==> config.mk <==
export PLATFORM = sky130hd
export DESIGN_NAME = ram_loader
export DESIGN_NICKNAME = d
export VERILOG_FILES = /design/src/rtl/ram_loader_pkg.sv /design/src/rtl/xor_accum.sv /design/src/rtl/ram_loader.sv
export SDC_FILE = /design/constraint.sdc
export NUM_CORES = 1
export LEC_CHECK = 0
export BUFFER_PORTS_ARGS = -buffer_cell sky130_fd_sc_hd__clkbuf_2
export CAP_MARGIN = 25
export CORE_MARGIN = 3
export CORE_UTILIZATION = 35
export CTS_CLUSTER_DIAMETER = 60
export CTS_CLUSTER_SIZE = 20
export DETAILED_ROUTE_END_ITERATION = 10
export PLACE_DENSITY_LB_ADDON = 0.2
export SYNTH_ARGS = -nofsm -noshare
export SYNTH_HDL_FRONTEND = slang
export SYNTH_SLANG_ARGS = --single-unit
==> constraint.sdc <==
create_clock -name i_clk -period 2.45 [get_ports i_clk]
set_input_delay 0.3675 -clock i_clk [delete_from_list [all_inputs] [get_ports i_clk]]
set_output_delay 0.3675 -clock i_clk [all_outputs]
set_load 0.03 [all_outputs]
==> src/rtl/ram_loader_pkg.sv <==
// Shared types and default widths for the ram_loader block.
package ram_loader_pkg;

    localparam int DEFAULT_ADDR_WIDTH = 4;
    localparam int DEFAULT_DATA_WIDTH = 7;

    typedef enum logic [1:0] {
        IDLE   = 2'd0,
        LOAD   = 2'd1,
        VERIFY = 2'd2,
        DONE   = 2'd3
    } ram_loader_state_t;

endpackage

==> src/rtl/xor_accum.sv <==
// Running XOR checksum register with synchronous clear and enable.
module xor_accum
    import ram_loader_pkg::*;
#(
    parameter int DATA_WIDTH = DEFAULT_DATA_WIDTH
) (
    input  logic                  i_clk,
    input  logic                  i_reset,
    input  logic                  i_clear,
    input  logic                  i_en,
    input  logic [DATA_WIDTH-1:0] i_data,
    output logic [DATA_WIDTH-1:0] o_sum
);

    logic [DATA_WIDTH-1:0] r_sum;

    always_ff @(posedge i_clk) begin
        if (i_reset || i_clear) begin
            r_sum <= '0;
        end else if (i_en) begin
            r_sum <= r_sum ^ i_data;
        end
    end

    assign o_sum = r_sum;

endmodule

==> src/rtl/ram_loader.sv <==
// Streams words into sequential RAM addresses 0..N-1 and pulses done.
// Define RAM_LOADER_VERIFY_EN to add a checksum read-back pass after the load.
//
// state  | meaning
// IDLE   | waiting for start
// LOAD   | accepting words, one RAM write per handshake
// VERIFY | reading RAM back and comparing checksums
// DONE   | one-cycle completion pulse
module ram_loader
    import ram_loader_pkg::*;
#(
    parameter int ADDR_WIDTH = DEFAULT_ADDR_WIDTH,
    parameter int DATA_WIDTH = DEFAULT_DATA_WIDTH
) (
    input  logic                  i_clk,
    input  logic                  i_reset,
    input  logic                  i_start,
    input  logic [DATA_WIDTH-1:0] i_in_data,
    input  logic                  i_in_valid,
    output logic                  o_in_ready,
    output logic                  o_we,
    output logic [ADDR_WIDTH-1:0] o_waddr,
    output logic [DATA_WIDTH-1:0] o_wdata,
    output logic [ADDR_WIDTH-1:0] o_raddr,
    input  logic [DATA_WIDTH-1:0] i_rdata,
    output logic                  o_busy,
    output logic                  o_done,
    output logic                  o_verify_err
);

`ifdef RAM_LOADER_VERIFY_EN
    localparam ram_loader_state_t LOAD_EXIT = VERIFY;
`else
    localparam ram_loader_state_t LOAD_EXIT = DONE;
`endif

    ram_loader_state_t     r_state;
    ram_loader_state_t     w_next_state;
    logic [ADDR_WIDTH-1:0] r_ptr;
    logic                  r_we;
    logic [ADDR_WIDTH-1:0] r_waddr;
    logic [DATA_WIDTH-1:0] r_wdata;
    logic                  w_in_ready;
    logic                  w_busy;
    logic                  w_done;
    logic                  w_hs;
    logic                  w_start_load;
    logic                  w_last_hs;
    logic                  w_vlast;
    logic [DATA_WIDTH-1:0] w_load_sum;

    assign w_hs         = i_in_valid & w_in_ready;
    assign w_start_load = (r_state == IDLE) & i_start;
    assign w_last_hs    = w_hs & (&r_ptr);

    always_ff @(posedge i_clk) begin
        if (i_reset) begin
            r_state <= IDLE;
        end else begin
            r_state <= w_next_state;
        end
    end

    always_comb begin
        w_next_state = r_state;
        case (r_state)
            IDLE:    if (i_start) w_next_state = LOAD;
            LOAD:    if (w_last_hs) w_next_state = LOAD_EXIT;
            VERIFY:  if (w_vlast) w_next_state = DONE;
            DONE:    w_next_state = IDLE;
            default: w_next_state = IDLE;
        endcase
    end

    always_comb begin
        w_in_ready = 1'b0;
        w_busy     = 1'b1;
        w_done     = 1'b0;
        case (r_state)
            IDLE:    w_busy = 1'b0;
            LOAD:    w_in_ready = 1'b1;
            DONE:    w_done = 1'b1;
            default: ;
        endcase
    end

    // The pointer wraps to 0 after the last word; LOAD exits on that same handshake.
    always_ff @(posedge i_clk) begin
        if (i_reset) begin
            r_ptr   <= '0;
            r_we    <= 1'b0;
            r_waddr <= '0;
            r_wdata <= '0;
        end else begin
            r_we <= w_hs;
            if (w_hs) begin
                r_waddr <= r_ptr;
                r_wdata <= i_in_data;
                r_ptr   <= r_ptr + ADDR_WIDTH'(1);
            end
            if (w_start_load) begin
                r_ptr <= '0;
            end
        end
    end

    xor_accum #(.DATA_WIDTH(DATA_WIDTH)) u_load_sum (
        .i_clk   (i_clk),
        .i_reset (i_reset),
        .i_clear (w_start_load),
        .i_en    (w_hs),
        .i_data  (i_in_data),
        .o_sum   (w_load_sum)
    );

`ifdef RAM_LOADER_VERIFY_EN
    logic [ADDR_WIDTH:0]   r_vcnt;
    logic                  r_verify_err;
    logic                  w_rd_en;
    logic [DATA_WIDTH-1:0] w_rd_sum;

    // r_vcnt counts 0..N; rdata in the cycle with r_vcnt=k belongs to address k-1.
    assign w_rd_en = (r_state == VERIFY) && (r_vcnt != '0);
    assign w_vlast = (r_state == VERIFY) && r_vcnt[ADDR_WIDTH];

    always_ff @(posedge i_clk) begin
        if (i_reset) begin
            r_vcnt       <= '0;
            r_verify_err <= 1'b0;
        end else begin
            if (r_state == VERIFY) begin
                r_vcnt <= r_vcnt + (ADDR_WIDTH + 1)'(1);
            end else begin
                r_vcnt <= '0;
            end
            if (w_start_load) begin
                r_verify_err <= 1'b0;
            end else if (w_vlast && ((w_rd_sum ^ i_rdata) != w_load_sum)) begin
                r_verify_err <= 1'b1;
            end
        end
    end

    xor_accum #(.DATA_WIDTH(DATA_WIDTH)) u_rd_sum (
        .i_clk   (i_clk),
        .i_reset (i_reset),
        .i_clear (w_start_load),
        .i_en    (w_rd_en),
        .i_data  (i_rdata),
        .o_sum   (w_rd_sum)
    );

    assign o_raddr      = r_vcnt[ADDR_WIDTH-1:0];
    assign o_verify_err = r_verify_err;
`else
    logic w_unused_verify;

    assign w_vlast         = 1'b0;
    assign w_unused_verify = ^{i_rdata, w_load_sum};
    assign o_raddr         = '0;
    assign o_verify_err    = 1'b0;
`endif

    assign o_in_ready = w_in_ready;
    assign o_busy     = w_busy;
    assign o_done     = w_done;
    assign o_we       = r_we;
    assign o_waddr    = r_waddr;
    assign o_wdata    = r_wdata;

endmodule
==> out/summary.txt, run 1 <==
Synthesized area = 732 um^2
GPL Wtd Cong = 0.690
Die Footprint = 2680 um^2
Number of placed I/O pins = 38
Data required, critical path = 2.08 ns
P per Cell Area = 596 nW/um^2
Tcrit/Tclk final = 60.3%
Final count of negative-setup-slack endpoints = 0
Antenna viol nets, final = 0
Outcome = complete, no violations
Synth-to-Final Area Change = 17.6%
Initial antenna violation count = 0
CP Data Arrival Time = 1.11 ns
Commonest non-fill, non-tap cell in the layout = clkbuf_2
CTS clk-pin slew, worst paths = 0.09 ns
Largest net degree at the start of global routing = 18
Placed Instances = 133
Post-Route WL = 1.34 mm
Vert. Die Dim = 51.7 um
Static Leak = 0.384 nW
First-pass GRT wire length = 2.26 mm
Register area = 360 um^2
Cell taking the most area after synthesis = dfxtp_1
Post-CTS setup buffer count = 0
Vias in the first global route = 533
Sequential element share of the synthesized area = 49.2%
Die width = 51.7 um
Drt first pass iters = 4
Crit Path Class = flop to output port
MaxCap Viol Count = 0
Hold Startpoint = i_in_data[6]
Final WS setup = 0.973 ns
Synth unique cells = 24
Max clock buf depth = 2
Pre-CTS setup slack = 1.07 ns
Layout fillers = 202
Final non-filler cell total = 136
Final Net Count = 132
Synth Warn # = 0
Most frequent cells in the layout = clkbuf_2, nand2_1, dfxtp_1
Detailed-route DRC error count = 0
Clk sinks = 18
Cells after Synth = 88
Vias = 616
Site row count = 15
RSZ-0062 raised after global routing = false
Skew-Pair Late Insertion Delay = 0.28 ns
CTS tree = built
Starting density of the core = 39.8%
DRT iter0 DRCs = 4
GR Overflow Total = 0
Layout cell share with drive strength beyond 1 = 26.1%
Tot GR Track Use = 11.4%
H-tree Lvls = 1
Hold-fix buffers, CTS = 0
Worst Skew = 0.00288 ns
Hold Vio Cnt, Final = 0
Synthesis-stage register bit count = 18
Area of the multi-input gates = 314 um^2
Final Slew Violations = 0
Number of diodes = 0
Fmax = 677 MHz
Synth area leaders = dfxtp_1, nand2_1, a21oi_1, buf_4, nand3b_4
Total negative slack = 0 ns
PostCTS Resize Cnt = 0
Crit Path Max Fanout = 7
Hold Path Class = input port to flop
Cts bufs inserted = 3
CP Launch Point = r_state[0]
Final core occ = 46.8%
Worst slew margin relative to its limit = 66.1%
Port Buf Inserts = 25
CP Capture Type = output port
Syn_area_per_cell = 8.32 um^2
VDD IR-drop max = 288 uV
Power Total = 0.513 mW
Root buf cell = clkbuf_4
DP Wirelength = 978 um
Min cycle time layout = 1.48 ns
Vias per cell = 4.53
Slew @ Worst Pin = 0.508 ns
Critical R2R Launch = r_state[0]
Worst setup SP type = flop
Top-area cell type share of the netlist area = 49.2%
Wire per inst = 9.83 um
Core box area = 1840 um^2
==> worst max-delay path, cell delays in order (launching register included) <==
cell and delay (ns):
dfxtp_1 0.46, nor2b_1 0.16, clkbuf_2 0.21
==> cell families after synthesis <==
group,after synthesis,share of synthesized area (%)
fa+ha+maj,1,1.71
buf+inv,11,9.91
compound gates,18,12.6
simple gates,38,24.8
xor+xnor,1,1.20
flops,18,49.2
other cells,1,0.512
==> Yosys cell counts (all sizes together) <==
cell type  count
a21o           1
a21oi         15
and2           1
and3b          1
buf            8
clkbuf         1
conb           1
dfxtp         18
ha             1
inv            2
nand2         24
nand2b         1
nand3          1
nand3b         1
nand4          1
nor2           4
nor2b          1
nor3           1
o21ai          2
or3            2
xnor2          1
==> power by group <==
part	switching, mW	internal (mW)	total (mW)
clock	0.0829	0.0571	0.140
sequential	0.00568	0.300	0.306
combinational	0.0483	0.0192	0.0675
==> routing by layer <==
metal  vias up  share of wire [%]  track usage [%]
li1        321                  -                -
met1       271                 44             13.1
met2        22                 48             18.6
met3         2                7.0             6.02
met4         0               0.90             2.62
met5         -                  0                0
==> final cells by class <==
cell class	count	share of cell area [%]
Sequential cell	18	41.9
Multi-Input combinational cell	63	36.5
Timing Repair Buffer	25	14.5
Tap cell	25	3.63
Clock buffer	3	2.62
Inverter	2	0.872
==> state kept, by name, indices dropped and copies added (netlist names) <==
register,cells
r_ptr,4
o_waddr,4
o_we,1
r_state,2
o_wdata,7
==> path summary, 6_finish.rpt <==
kind	end	slack [ns]	cells after the start
worst min register to register	o_waddr[2]	0.46	2
worst max-delay path	o_in_ready	0.97	2
worst min-delay path	o_wdata[6]	0.29	3
worst max register to register	r_state[1]	1.10	3
==> per-stage QoR <==
| step | area [um^2] | hold WS, ns |
|---|---|---|
| final | 861 | 0.291 |
| after global routing | 861 | 0.268 |
| after CTS | 861 | 0.277 |
| after detailed placement | 838 | 0.448 |
| after global placement | 838 | 0.442 |
| after floorplan | 747 | 0.437 |
Note: power is estimated with default switching activity, not from simulation.
==> inputs of run 2 (changes only) <==
--- a/config.mk
+++ b/config.mk
@@ -5,6 +5,7 @@
 export SDC_FILE = /design/constraint.sdc
 export NUM_CORES = 1
 export LEC_CHECK = 0
+export ABC_AREA = 1
 export BUFFER_PORTS_ARGS = -buffer_cell sky130_fd_sc_hd__clkbuf_2
 export CAP_MARGIN = 25
 export CORE_MARGIN = 3
==> constraint.sdc (replaced) <==
create_clock -name i_clk -period 1.35 [get_ports i_clk]
set_input_delay 0.2025 -clock i_clk [delete_from_list [all_inputs] [get_ports i_clk]]
set_output_delay 0.2025 -clock i_clk [all_outputs]
set_load 0.03 [all_outputs]
==> out/summary.txt, run 2 <==
Final Slew Violations = 0
Vias = 651
Crit path to = o_busy
Synthesis-stage register bit count = 18
CTS tree = built
Cell taking the most area after synthesis = dfxtp_1
Worst Reg-to-Reg Cells = 5
Vias per cell = 4.31
CP Capture Type = output port
Adder-Cell Fraction of Synth Area = 1.69%
Synth-to-Final Area Change = 23.9%
Static Leak = 0.432 nW
Largest net degree at the start of global routing = 15
Drt first pass iters = 3
Number of diodes = 0
Number of synthesized flops with an enable pin = 0
Cells after Synth = 96
Root buf cell = clkbuf_4
Register area = 362 um^2
Most frequent cell after synthesis = nand2_1
Simple-gate share of the synthesized area = 23.7%
Largest family of logic cells by synthesized area = simple AND/OR/NAND/NOR gates
Compound-Gate Fraction of Synth Area = 12.0%
Wl on met1 = 682 um
Syn_area_per_cell = 7.70 um^2
Layout cell share with drive strength beyond 1 = 29.0%
Wire per inst = 9.50 um
Die Footprint = 2700 um^2
Vert. Die Dim = 52.0 um
Number of placed I/O pins = 38
Hold Path Class = input port to flop
Post-synthesis mux area share = 0%
Synth unique cells = 16
Final Net Count = 144
Main flop type after synthesis = dfxtp_1
Detailed-route DRC error count = 0
Met3 WL = 95 um
Core box area = 1980 um^2
GPL Wtd Cong = 0.696
Vias in the first global route = 542
DP Wirelength = 1.07 mm
Top sig layer = met3
Synth area leaders = dfxtp_1, nand2_1, a21oi_1, buf_4, nor2_1
Placed instance area = 868 um^2
H-tree Lvls = 1
Site row count = 16
DRT iter0 DRCs = 4
VDD IR-drop max = 595 uV
P per Cell Area = 1110 nW/um^2
Met2 wire length = 655 um
Cts bufs inserted = 3
Max clock buf depth = 2
Fmax = 807 MHz
Ys async rst share = 0%
Worst setup SP type = flop
Total negative slack = 0 ns
Data required, critical path = 1.15 ns
Final count of negative-setup-slack endpoints = 0
Pre-CTS setup slack = 0.233 ns
Hold Vio Cnt, Final = 0
Crit Reg-Reg Endpoint = o_wdata[4]
Die width = 52.0 um
Initial antenna violation count = 0
Top-area cell type share of the netlist area = 48.7%
Sequential element share of the synthesized area = 48.7%
Outcome = complete, no violations
Crit Path Class = flop to output port
Area of the multi-input gates = 304 um^2
MaxCap Viol Count = 0
Slack of the worst reg-to-reg path = 0.22 ns
Port Buf Inserts = 25
Layout fillers = 204
Synthesized area = 739 um^2
Max reg flops = 7
Post-Synth XOR/XNOR Area = 1.18%
CP Data Arrival Time = 1.04 ns
GR Overflow Total = 0
Clk sinks = 18
Commonest cells post-synth = nand2_1, dfxtp_1, a21oi_1
Most frequent cells in the layout = nand2_1, clkbuf_2, dfxtp_1
Critical R2R Launch = r_state[0]
Post-Route WL = 1.43 mm
Commonest non-fill, non-tap cell in the layout = nand2_1
Crit Path Max Fanout = 6
Worst Skew = 0.0133 ns
Starting density of the core = 37.3%
Final WS setup = 0.111 ns
Antenna viol nets, final = 0
Min cycle time layout = 1.24 ns
Final Instance Area = 916 um^2
CP Launch Point = r_state[0]
Tcrit/Tclk final = 91.8%
Skew-Pair Late Insertion Delay = 0.30 ns
First-pass GRT wire length = 2.36 mm
Synth Warn # = 0
Tot GR Track Use = 11.9%
RSZ-0062 raised after global routing = false
CTS clk-pin slew, worst paths = 0.10 ns
[run 2: per-layer routing]
layer | track usage, % | vias to the layer above
met5 | 0 | -
met4 | 2.62 | 0
met3 | 6.02 | 0
met2 | 17.8 | 18
met1 | 15.1 | 282
li1 | - | 351
[run 2: power breakdown]
group / internal [mW] / switching (mW) / total, mW
Combinational: 0.0432 / 0.0980 / 0.141
Clock: 0.164 / 0.160 / 0.324
Sequential: 0.545 / 0.00725 / 0.552
[run 2: cell families (layout without fill, tap and decap cells)]
logic type / Yosys count / after routing
adders and majority gates: 1 / 1
xor gates and xnor gates: 1 / 1
buffers and inverters: 16 / 40
AOI/OAI and AO/OA: 17 / 17
other: 1 / 5
and+or+nand+nor: 42 / 42
DFF: 18 / 18
[run 2: how the worst min path moves through the flow]
stage | slack (ns) | from | to | depth (start not counted)
global placement | 0.44 | i_in_data[4] | o_wdata[4] | 3
CTS | 0.11 | i_in_data[2] | o_wdata[2] | 3
finish | 0.12 | i_in_data[2] | o_wdata[2] | 3
global route | 0.10 | i_in_data[2] | o_wdata[2] | 3
detailed placement | 0.44 | i_in_data[2] | o_wdata[2] | 3
floorplan | 0.27 | i_reset | o_waddr[0] | 1
[run 2: cell type report]
class | count | share of cell area, %
clock buffers | 4 | 3.96
multi-input cells | 66 | 33.2
well taps | 27 | 3.69
inverters | 8 | 3.28
flip-flops and latches | 18 | 39.5
repair buffers | 28 | 16.4
[run 2: metrics by stage]
stage	power [mW]	hold slack, ns	instances	utilization (%)
global placement	0.699	0.437	146	43.8
global route	1.07	0.102	151	46.2
CTS	1.03	0.107	150	45.7
floorplan	0.671	0.272	100	-
finish	1.02	0.123	151	46.2
detailed placement	0.701	0.440	146	43.8
[run 2: repair_timing]
action	4_1_cts	5_1_grt
endpoints found under the setup margin	1	1
gates resized for setup	1	3
pin swaps	0	0
hold buffers	0	0
setup buffers	0	1
[run 2: worst max-delay path, cell delays in order, from the launching register on]
cell and delay [ns]:
dfxtp_2 0.34, inv_1 0.15, nand2_1 0.07, clkbuf_2 0.18
==> inputs of run 3 (changes only) <==
--- a/config.mk
+++ b/config.mk
@@ -5,7 +5,7 @@
 export SDC_FILE = /design/constraint.sdc
 export NUM_CORES = 1
 export LEC_CHECK = 0
-export ABC_AREA = 1
+export ABC_AREA = 0
 export BUFFER_PORTS_ARGS = -buffer_cell sky130_fd_sc_hd__clkbuf_2
 export CAP_MARGIN = 25
 export CORE_MARGIN = 3
==> constraint.sdc (replaced) <==
create_clock -name i_clk -period 1.3 [get_ports i_clk]
set_input_delay 0.195 -clock i_clk [delete_from_list [all_inputs] [get_ports i_clk]]
set_output_delay 0.195 -clock i_clk [all_outputs]
set_load 0.03 [all_outputs]
==> out/summary.txt, run 3 (same netlist as run 1, synthesis figures left out) <==
NetSw = 0.276 mW
Core box area = 1840 um^2
Layout cell share with drive strength beyond 1 = 31.0%
DP Wirelength = 1.10 mm
Post-CTS setup buffer count = 0
Vias = 645
First-pass GRT wire length = 2.47 mm
Detailed-route DRC error count = 0
GPL Wtd Cong = 0.753
Final Slew Violations = 0
Seq pwr share = 54.6%
Layout fillers = 200
Logic pwr share = 13.1%
Starting density of the core = 39.8%
RSZ-0062 raised after global routing = false
Min cycle time layout = 1.22 ns
CTS clk-pin slew, worst paths = 0.10 ns
DRT iter0 DRCs = 8
Data required, critical path = 1.11 ns
Outcome = complete, no violations
Max reg flops = 7
Root buf cell = clkbuf_4
Clk sinks = 18
Total negative slack = 0 ns
Tot GR Track Use = 12.0%
Final Net Count = 136
Vias in the first global route = 603
Worst setup SP type = flop
Max clock buf depth = 2
Hold Vio Cnt, Final = 0
Tcrit/Tclk final = 93.9%
Port Buf Inserts = 25
Vias per cell = 4.57
Crit-path slowest cell = dfxtp_2
Skew-Pair Late Insertion Delay = 0.29 ns
Largest net degree at the start of global routing = 16
PostCTS Resize Cnt = 1
Drt first pass iters = 4
Die width = 51.7 um
Vert. Die Dim = 51.7 um
CTS tree = built
CP Data Arrival Time = 1.03 ns
Fmax = 819 MHz
Cts bufs inserted = 3
Max incr delay on CP = 0.40 ns
Antenna viol nets, final = 0
MaxCap Viol Count = 0
P per Cell Area = 1170 nW/um^2
Number of diodes = 0
Crit Path Class = flop to output port
Pint = 0.781 mW
H-tree Lvls = 1
Power share of the clock group = 32.4%
Static Leak = 0.412 nW
Post-Route WL = 1.44 mm
Site row count = 15
Die Footprint = 2680 um^2
CP Cell Sequence = nor2b_1, buf_2
Hold-fix buffers, CTS = 0
GR Overflow Total = 0
Number of placed I/O pins = 38
VDD IR-drop max = 859 uV
Wire per inst = 10.2 um
Switching part of the total power = 26.1%
Crit Path Max Fanout = 7
CP Capture Type = output port
Final count of negative-setup-slack endpoints = 0
Slack of the worst reg-to-reg path = 0.11 ns
Final Instance Area = 907 um^2
Initial antenna violation count = 0
Hold Path Class = input port to flop
Worst Skew = 0.00130 ns
Synth-to-Final Area Change = 23.9%
Most frequent cells in the layout = nand2_1, clkbuf_2, dfxtp_1
Placed instance area = 868 um^2
==> run 3: cell types whose count changed in the layout (fill, tap and decap cells not counted), moves of 2 or more <==
cell,delta
nand2_1,-7
inv_1,-4
nor2_1,-3
inv_2,-2
nand3_1,-2
or3_1,+2
==> run 3: worst paths after layout <==
kind,from,to,cells past startpoint
max reg2reg,r_ptr[0],r_ptr[2],4
min reg2reg,o_wdata[5],o_wdata[5],2
max,r_state[0],o_in_ready,2
min,i_in_data[5],o_wdata[5],3
==> run 3: stage by stage <==
| stage | hold slack, ns | setup slack [ns] | instances | power [mW] | util, % |
|---|---|---|---|---|---|
| floorplan | 0.264 | 0.205 | 92 | 0.695 | - |
| detailed placement | 0.423 | 0.141 | 137 | 0.728 | 47.2 |
| global route | 0.108 | 0.00186 | 141 | 1.11 | 49.3 |
| CTS | 0.0992 | 0.0324 | 141 | 1.07 | 49.3 |
| finish | 0.112 | 0.0796 | 141 | 1.06 | 49.3 |
| global placement | 0.419 | 0.167 | 137 | 0.726 | 47.2 |
==> run 3: area by class of cell <==
cell class	instances	area [um^2]	area share, %
sequential	18	363	40.0
clock buffer	4	36.3	4.00
inverter	2	7.51	0.828
timing repair buffer	29	155	17.1
tap	25	31.3	3.45
multi-input combinational	63	314	34.6
==> run 3: power by group through the flow <==
stage               Combinational [mW]  Clock [mW]  Sequential [mW]
finish                           0.138       0.342            0.577
global route                     0.153       0.383            0.579
detailed placement               0.139           0            0.589
CTS                              0.139       0.358            0.577
global placement                 0.138           0            0.589
floorplan                       0.0864           0            0.609
==> run 3: per-layer routing <==
layer | track usage [%] | share of wire (%)
met5 | 0 | 0
met4 | 1.31 | 0
met3 | 5.16 | 6.8
met2 | 19.9 | 48
met1 | 14.8 | 45
==> run 3: critical path: cells and delay by family, from the launching register on <==
| kind | cells | cell delay, ns |
|---|---|---|
| AND/OR/NAND/NOR | 1 | 0.14 |
| flip-flops | 1 | 0.40 |
| buffers and inverters | 1 | 0.20 |
